## src/rtl/seller_led_pkg.sv

```systemverilog
// ----------------------------------------------------------------------------
// seller_led_pkg
//  Shared types and constants for the vending-machine LED mode scheduler.
//  - led_state_e : scheduler state encoding (also exported as debug mode)
//  - SEL_*       : active-low one-hot select words for the LED output mux
//  - CREDIT_MAX  : credit count at which the credit display saturates
//  - credit_sel  : credit count to select-word decode
// ----------------------------------------------------------------------------
package seller_led_pkg;

    typedef enum logic [1:0] {
        IDLE   = 2'd0,
        CREDIT = 2'd1,
        FLASH  = 2'd2,
        PULSE  = 2'd3
    } led_state_e;

    localparam logic [6:0] SEL_IDLE  = 7'b0111111;
    localparam logic [6:0] SEL_L1    = 7'b1011111;
    localparam logic [6:0] SEL_L2    = 7'b1101111;
    localparam logic [6:0] SEL_L3    = 7'b1110111;
    localparam logic [6:0] SEL_L4    = 7'b1111011;
    localparam logic [6:0] SEL_FLASH = 7'b1111101;
    localparam logic [6:0] SEL_PULSE = 7'b1111110;

    localparam int CREDIT_MAX = 4;

    // Map the credit count onto a level select; everything from CREDIT_MAX
    // upward shares the top level. A zero count maps to the idle select so
    // the function never returns an illegal word.
    function automatic logic [6:0] credit_sel(input logic [2:0] cnt);
        logic [6:0] sel;
        if (cnt >= 3'(CREDIT_MAX)) begin
            sel = SEL_L4;
        end else begin
            case (cnt)
                3'd0:    sel = SEL_IDLE;
                3'd1:    sel = SEL_L1;
                3'd2:    sel = SEL_L2;
                3'd3:    sel = SEL_L3;
                default: sel = SEL_L4;
            endcase
        end
        return sel;
    endfunction

endpackage

```

## src/rtl/led_tick_timer.sv

```systemverilog
// ----------------------------------------------------------------------------
// led_tick_timer
//  Loadable down-counter advanced by a tick enable. Saturates at zero.
//  Ports:
//   clk      in   system clock
//   rst_n    in   synchronous active-low reset (clears the count)
//   load     in   load load_val this cycle (load beats tick)
//   load_val in   TW-bit reload value
//   tick     in   timebase enable; decrements a nonzero count
//   zero     out  count is zero
//   expire   out  this tick takes the count from one to zero
// ----------------------------------------------------------------------------
module led_tick_timer #(
    parameter int TW = 12
) (
    input  logic          clk,
    input  logic          rst_n,
    input  logic          load,
    input  logic [TW-1:0] load_val,
    input  logic          tick,
    output logic          zero,
    output logic          expire
);

    logic [TW-1:0] count_r;

    // Count register: load has priority, decrement only while nonzero.
    always_ff @(posedge clk) begin
        if (!rst_n) begin
            count_r <= {TW{1'b0}};
        end else if (load) begin
            count_r <= load_val;
        end else if (tick && (count_r != {TW{1'b0}})) begin
            count_r <= count_r - TW'(1);
        end else begin
            count_r <= count_r;
        end
    end

    assign zero   = (count_r == {TW{1'b0}});
    // Caller ignores expire on cycles where it asserts load, so load is not
    // folded in here; that keeps expire free of any path back from load.
    assign expire = tick & (count_r == TW'(1));

endmodule

```

## src/rtl/led_sel_ctrl.sv

```systemverilog
// ----------------------------------------------------------------------------
// led_sel_ctrl
//  Vending-machine LED mode scheduler. Arbitrates idle, credit-level,
//  vend-flash and fault-pulse display requests (fault > vend > credit > idle)
//  and drives the active-low one-hot select bus of the LED mux.
//  Ports:
//   clk        in   system clock
//   rst_n      in   synchronous active-low reset
//   tick       in   single-cycle timebase enable
//   coin_cnt   in   current credit count 0..7
//   vend_req   in   single-cycle pulse, start/restart the vend flash
//   fault      in   level, machine fault present
//   sel_n      out  registered active-low one-hot mux select
//   mode       out  current state encoding (debug/status)
//   flash_done out  registered single-cycle pulse on normal flash expiry
// ----------------------------------------------------------------------------
module led_sel_ctrl
    import seller_led_pkg::*;
#(
    parameter int FLASH_TICKS = 3000,
    parameter int PULSE_HOLD  = 500,
    parameter int TW          = 12
) (
    input  logic       clk,
    input  logic       rst_n,
    input  logic       tick,
    input  logic [2:0] coin_cnt,
    input  logic       vend_req,
    input  logic       fault,
    output logic [6:0] sel_n,
    output logic [2:0] mode,
    output logic       flash_done
);

    led_state_e    state_r;
    led_state_e    state_s;
    logic [6:0]    sel_n_r;
    logic [6:0]    sel_n_s;
    logic          flash_done_r;
    logic          flash_done_s;
    logic          load_s;
    logic [TW-1:0] load_val_s;
    logic          tmr_zero_s;
    logic          tmr_expire_s;
    led_state_e    credit_state_s;

    led_tick_timer #(
        .TW (TW)
    ) u_timer (
        .clk      (clk),
        .rst_n    (rst_n),
        .load     (load_s),
        .load_val (load_val_s),
        .tick     (tick),
        .zero     (tmr_zero_s),
        .expire   (tmr_expire_s)
    );

    // Where a timed mode falls back to, and where IDLE/CREDIT settle.
    always_comb begin
        if (coin_cnt != 3'd0) begin
            credit_state_s = CREDIT;
        end else begin
            credit_state_s = IDLE;
        end
    end

    // Next-state and timer-load logic with fault > vend > credit priority.
    always_comb begin
        state_s      = state_r;
        load_s       = 1'b0;
        load_val_s   = {TW{1'b0}};
        flash_done_s = 1'b0;
        if (fault) begin
            // Held fault keeps reloading, so the hold time counts from release.
            state_s    = PULSE;
            load_s     = 1'b1;
            load_val_s = TW'(PULSE_HOLD);
        end else begin
            case (state_r)
                IDLE, CREDIT: begin
                    if (vend_req) begin
                        state_s    = FLASH;
                        load_s     = 1'b1;
                        load_val_s = TW'(FLASH_TICKS);
                    end else begin
                        state_s = credit_state_s;
                    end
                end
                FLASH: begin
                    if (vend_req) begin
                        // Restart beats a coincident tick; no completion pulse.
                        load_s     = 1'b1;
                        load_val_s = TW'(FLASH_TICKS);
                    end else if (tmr_expire_s) begin
                        state_s      = credit_state_s;
                        flash_done_s = 1'b1;
                    end else if (tmr_zero_s) begin
                        // Unreachable with a legal load; never strand in FLASH.
                        state_s = credit_state_s;
                    end else begin
                        state_s = FLASH;
                    end
                end
                PULSE: begin
                    // vend_req is deliberately dropped here.
                    if (tmr_expire_s || tmr_zero_s) begin
                        state_s = credit_state_s;
                    end else begin
                        state_s = PULSE;
                    end
                end
                default: begin
                    state_s = IDLE;
                end
            endcase
        end
    end

    // Select word for the state being entered; credit level follows coin_cnt.
    always_comb begin
        case (state_s)
            IDLE:    sel_n_s = SEL_IDLE;
            CREDIT:  sel_n_s = credit_sel(coin_cnt);
            FLASH:   sel_n_s = SEL_FLASH;
            PULSE:   sel_n_s = SEL_PULSE;
            default: sel_n_s = SEL_IDLE;
        endcase
    end

    // State and output registers.
    always_ff @(posedge clk) begin
        if (!rst_n) begin
            state_r      <= IDLE;
            sel_n_r      <= SEL_IDLE;
            flash_done_r <= 1'b0;
        end else begin
            state_r      <= state_s;
            sel_n_r      <= sel_n_s;
            flash_done_r <= flash_done_s;
        end
    end

    assign sel_n      = sel_n_r;
    assign mode       = {1'b0, state_r};
    assign flash_done = flash_done_r;

endmodule

```

## config.mk

```make
export PLATFORM = sky130hd
export DESIGN_NAME = led_sel_ctrl
export DESIGN_NICKNAME = d
export VERILOG_FILES = /design/src/rtl/seller_led_pkg.sv /design/src/rtl/led_tick_timer.sv /design/src/rtl/led_sel_ctrl.sv
export SDC_FILE = /design/constraint.sdc
export NUM_CORES = 1
export LEC_CHECK = 0
export ABC_AREA = 1
export BUFFER_PORTS_ARGS = -buffer_cell sky130_fd_sc_hd__buf_2
export CELL_PAD_IN_SITES_DETAIL_PLACEMENT = 1
export CELL_PAD_IN_SITES_GLOBAL_PLACEMENT = 2
export CORE_ASPECT_RATIO = 1.5
export CORE_MARGIN = 8
export CORE_UTILIZATION = 29
export CTS_CLUSTER_DIAMETER = 120
export CTS_CLUSTER_SIZE = 14
export DETAILED_ROUTE_END_ITERATION = 10
export GPL_TIMING_DRIVEN = 0
export HOLD_SLACK_MARGIN = 0.1
export PLACE_DENSITY = 0.69
export SETUP_SLACK_MARGIN = 0.2
export SKIP_LAST_GASP = 1
export SLEW_MARGIN = 5
export SYNTH_ARGS = -nofsm -noshare
export SYNTH_HDL_FRONTEND = slang
export SYNTH_SLANG_ARGS = --single-unit
```

## constraint.sdc

```tcl
create_clock -name clk -period 1.54 [get_ports clk]
set_input_delay 0.154 -clock clk [delete_from_list [all_inputs] [get_ports clk]]
set_output_delay 0.154 -clock clk [all_outputs]
set_load 0.01 [all_outputs]
```

## Word-level counts from Yosys, hierarchy flattened

Cells that the tools add are included.

- Eq/ne operators: 10
- Reduce and logical (&&, ||, !) cells: 12
- Bitwise gates (word level): 3
- $add $sub $neg: 1
- Magnitude comparators: 1
- Multiplexer cells: 20

Operator list:

| cell | number |
|---|---|
| two-way mux 12 bit | 5 |
| case mux 7 bit (4 select lines) | 2 |
| == test 12 x 1 -> 1 bit (second input constant) | 1 |
| zero test 12 bit | 1 |
| two-way mux 2 bit | 6 |
| nonzero test 12 bit | 1 |
| subtractor 12 x 1 -> 12 bit (second input constant) | 1 |
| == test 2 bit (second input constant) | 4 |
| two-way mux 7 bit | 1 |
| == test 3 x 2 -> 1 bit (second input constant) | 2 |
| case mux 2 bit (3 select lines) | 1 |
| two-way mux 1 bit | 5 |
| == test 2 x 1 -> 1 bit (second input constant) | 2 |
| zero test 2 bit | 2 |
| OR reduction 4 bit | 1 |
| == test 3 x 1 -> 1 bit (second input constant) | 1 |
| >= comparator 3 bit (second input constant) | 1 |
| zero test 3 bit | 1 |
| nonzero test 3 bit | 1 |
| OR reduction 3 bit | 1 |
| NOT 1 bit | 2 |
| nonzero test 2 bit | 1 |
| OR reduction 2 bit | 1 |
| AND 1 bit | 1 |
| 2 further kinds | 2 |

- Bits in registers: 22
- Logic and storage cells: 51
- Output and inout port bits: 11
- Input bits: 8

## Depth between registers and ports, before layout

- Word-level depth: 9
- Gate-level depth with buffers: 11
- Mapped depth without buffers: 11

## Modules after synthesis

A second synthesis with hierarchy kept.

- Cells, all modules: 203
- Area total of the unflattened synthesis: 1,317.5 um^2

By module, submodules not included:

| module | area an instance (um^2) | sequential area each (um^2) | times used | cells each |
|---|---|---|---|---|
| led_tick_timer | 909.6 | 240.2 | 1 | 152 |
| led_sel_ctrl | 407.9 | 200.2 | 1 | 51 |

## Worst setup path before layout

No wires, ideal clock.

- Path type: flip-flop to flip-flop
- Start point: register u_timer.count_r[0]
- End point: register u_timer.count_r[10]
- Setup slack: 0.177 ns
- Stages on the path, launching flop included: 11
- Data required time: 1.425 ns
- Path buffers: 1
- Library setup time: 0.115 ns
- Arrival: 1.248 ns
- Clock period less this slack: 1.363 ns
- Cell sequence: dfxtp_1 inv_1 ha_1 nand2_2 nor2_2 nand3_2 nand2_2 nand2_2 buf_6 a21oi_1 nor2_1

- Cells in the longest elaborated chain, start to end: 3
- Elaborated cells on any way between the ends: 6
- Classes of those cells: add/sub: 1; mux: 2; reduce/logical: 3

RTL lines:

| item | line | RTL |
|---|---|---|
| start, declared | led_tick_timer.sv:25 | `logic [TW-1:0] count_r;` |
| start signal, assigned | led_tick_timer.sv:30 | `count_r <= {TW{1'b0}};` |
| start signal, assigned | led_tick_timer.sv:32 | `count_r <= load_val;` |
| start signal, assigned | led_tick_timer.sv:34 | `count_r <= count_r - TW'(1);` |
| subtractor 12 x 1 -> 12 bit or nonzero test 12 bit (tied branches) | led_tick_timer.sv:34, led_tick_timer.sv:33 |  |
| two-way mux 12 bit or logical AND 1 bit (tied branches) | led_tick_timer.sv:33 | `end else if (tick && (count_r != {TW{1'b0}})) begin` |
| two-way mux 12 bit or nonzero test 2 bit (tied branches) | n/a |  |

Parallel ways exist; a longest one is shown, timed or not. The select of a mux whose other input is x is not followed.
A chain may end at the register's enable or synchronous reset.

## Worst setup path in the final report

Ends and elaborated chain as after synthesis.

==> flow_metrics.tcl <==
set metrics [dict create \
    status "complete, no violations" \
    drive_gt1_share_pct 54.2 \
    top_layer_used "met4" \
    ioPinCount 19 \
    finalCritPeriodShare_pct 93.8 \
    slowest_delay_ns 0.37 \
    critPathKind "reg2reg" \
    start_util_pct 29.3 \
    finalSetupViolCount 0 \
    coreArea_mm2 0.00414 \
    end_kind "register" \
    synth_most_common_cell "dfxtp_1" \
    fp.dieArea_mm2 0.00654 \
    synthTopCellsByCount "dfxtp_1 (22), nand2_1 (21), nor2_1 (18)" \
    max-vdd-ir-drop_uv 508 \
    num_vias 1227 \
    r2r-end "u_timer.count_r[10]" \
    final_antenna_net_count 0 \
    async_flop_share_pct 0 \
    grt-ovfl-total 0 \
    r2r_setup_slack_ns 0.1 \
    worstPathMaxFanout 5 \
    ys_warn_count 0 \
    utilization_pct 43.3 \
    p_leak_nw 0.763 \
    startpoint "u_timer.count_r[0]" \
    antenna_found_initial 0 \
    synth_area_mm2 0.00121 \
    hold_start "rst_n" \
    timing.critical_path.mode_cell "nand2_4" \
    synth-seq-area-share_pct 36.4 \
    worstHoldPathType "in2reg" \
    yosys-top-cells-area "dfxtp_1 (36%), nand3_1 (6.6%), nand2_1 (6.5%), nor2_1 (5.6%), nand2_2 (5.2%)" \
    clk_pin_slew_worst_paths_ns 0.08 \
    vias_per_cell 4.97 \
    layout_setup_ws_ns 0.0960 \
    finalHoldViolCount 0 \
    cp-start-kind "register" \
    arrival_ns 1.62 \
    synth_cells 164 \
    fmax_mhz 693 \
    fin_skew_ns 0.00168 \
    row_count 29 \
    syn_nets 175 \
    grt_usage_pct 13.7 \
    htree_levels 1 \
    cp_slowest_cell "dfxtp_4" \
    ys_types 26 \
    grt_pass1_wl_um 6700 \
    dr_wl_met2_um 2260 \
    hpwl_um 2860 \
    drv_slew 0 \
    wire_per_inst_um 16.4 \
    synth_ff_type "dfxtp_1" \
    synth_top_area_cell "dfxtp_1" \
    drtPass1Iterations 4 \
    min_period_ns 1.44 \
    crit_buf_inv 2 \
    antenna_cells 0 \
    clockRootBuffer "clkbuf_8" \
    cts_tree "yes" \
    syn2layout_area_growth_pct 47.7 \
    drc 0 \
    dr_wl_met3_um 179 \
    critPathCapture "u_timer.count_r[10]" \
    grt_max_degree 13 \
    dp_slack_ns -0.0381 \
    cts_buffers 3 \
    synthDominantCellAreaShare_pct 36.4 \
    cts_sinks 22 \
    clk_latency_ns 0.27 \
    totalWireLength_um 4040 \
    die_x_um 68.8 \
    synth_seq_cells 22 \
    finalPower_w 0.00152 \
    synth.avg_cell_area_um2 7.39 \
    fin_nets 213 \
    maxCapViolCount 0 \
    cp_num_cells 10 \
    gp_congestion 0.756 \
    drt_first_iter_violations 41 \
    powerDensity_mw_per_mm2 851 \
    cts_buffer_depth 2 \
    synth_edf_count 0 \
    die_y_um 95.2 \
    crit_required_ns 1.71 \
    cp_cell_sequence "inv_4, ha_4, nand2_4, nor2_4, nand3_4, nand2_4, nand2_4, buf_6, a21oi_2, nor2_1" \
    grt_pass1_vias 1390 \
    rr_startpoint "u_timer.count_r[0]" \
    crit_family "simple AND/OR/NAND/NOR gates" \
    grt_setup_unrepaired "yes" \
    reg2regPathDepth 10 \
    met1Wirelength_um 1460 \
    port_buffers 17 \
]
how the worst min path moves through the flow:
stage,endpoint,slack [ns],cells past startpoint
6_report,sel_n[0],0.12,2
2_1_floorplan,sel_n[0],0.23,1
5_1_grt,sel_n[0],0.12,2
3_3_place_gp,sel_n[2],0.38,2
4_1_cts,sel_n[0],0.12,2
3_5_place_dp,sel_n[2],0.38,2
cells by family after synthesis:
family	after synthesis	synth area share, %
AOI/OAI and AO/OA	23	11.3
and+or+nand+nor	84	34.5
buffers and inverters	24	9.40
xor gates and xnor gates	7	5.06
DFF	22	36.4
other	1	0.310
adders and majority gates	3	3.10
metal layers:
metal	vias to the layer above	global-route usage, %
met5	-	0
met4	0	7.23
met3	11	2.35
met2	25	26.0
met1	589	13.4
li1	602	-
power breakdown:
group	leakage [nW]	switching (W)	internal (W)
registers	0.186	0.0000487	0.000606
clock network	0.0288	0.000203	0.000229
logic	0.548	0.000260	0.000175
cell usage in the layout (no fill, tap or decap):
| cell | instances |
|---|---|
| a21oi_1 | 9 |
| a21oi_2 | 5 |
| a21oi_4 | 1 |
| buf_2 | 19 |
| buf_4 | 9 |
| buf_6 | 9 |
| clkbuf_8 | 4 |
| conb_1 | 1 |
| dfxtp_1 | 12 |
| dfxtp_2 | 6 |
| dfxtp_4 | 4 |
| dlygate4sd3_1 | 1 |
| ha_2 | 1 |
| ha_4 | 2 |
| inv_1 | 11 |
| inv_2 | 5 |
| inv_4 | 2 |
| inv_6 | 1 |
| nand2_1 | 16 |
| nand2_2 | 6 |
| nand2_4 | 9 |
| nand3_1 | 15 |
| nand3_2 | 3 |
| nand3_4 | 1 |
| nand4_1 | 5 |
| nor2_1 | 12 |
| nor2_2 | 5 |
| nor2_4 | 8 |
| nor3_1 | 1 |
| nor4_4 | 1 |
| o21ai_0 | 2 |
| o21ai_2 | 5 |
| o21bai_2 | 1 |
| or2_2 | 2 |
| xnor2_1 | 1 |
| xor2_1 | 6 |
per-stage QoR:
step                      hold slack [ns]  area (um^2)  instances  TNS [ns]
after floorplan                     0.226         1210        164         0
after global placement              0.378         1360        227         0
after detailed placement            0.377         1360        227    -0.106
after CTS                           0.116         1700        245         0
after global routing                0.123         1790        247         0
final                               0.119         1790        247         0
state kept, by name (all words and copies together), names as in the netlist:
register and count:
u_timer.count_r 12, sel_n 7, state_r 2, flash_done 1
cell type report:
type	instances	area [um^2]
multi-input cells	118	858
clock buffers	4	55.1
well taps	46	57.6
flip-flops and latches	22	463
plain buffers	5	46.3
repair buffers	33	228
fillers	503	2350
inverters	19	81.3
what timing repair did:
action | in CTS | in global routing
setup endpoints to repair | 21 | 22
gates resized for setup | 50 | 24
buffers inserted | 11 | 2
gates cloned | 2 | 0
endpoints found under the hold margin | 1 | 0
hold buffers | 1 | 0
pin swaps | 19 | 8
Power figures use the tool's default switching activity.
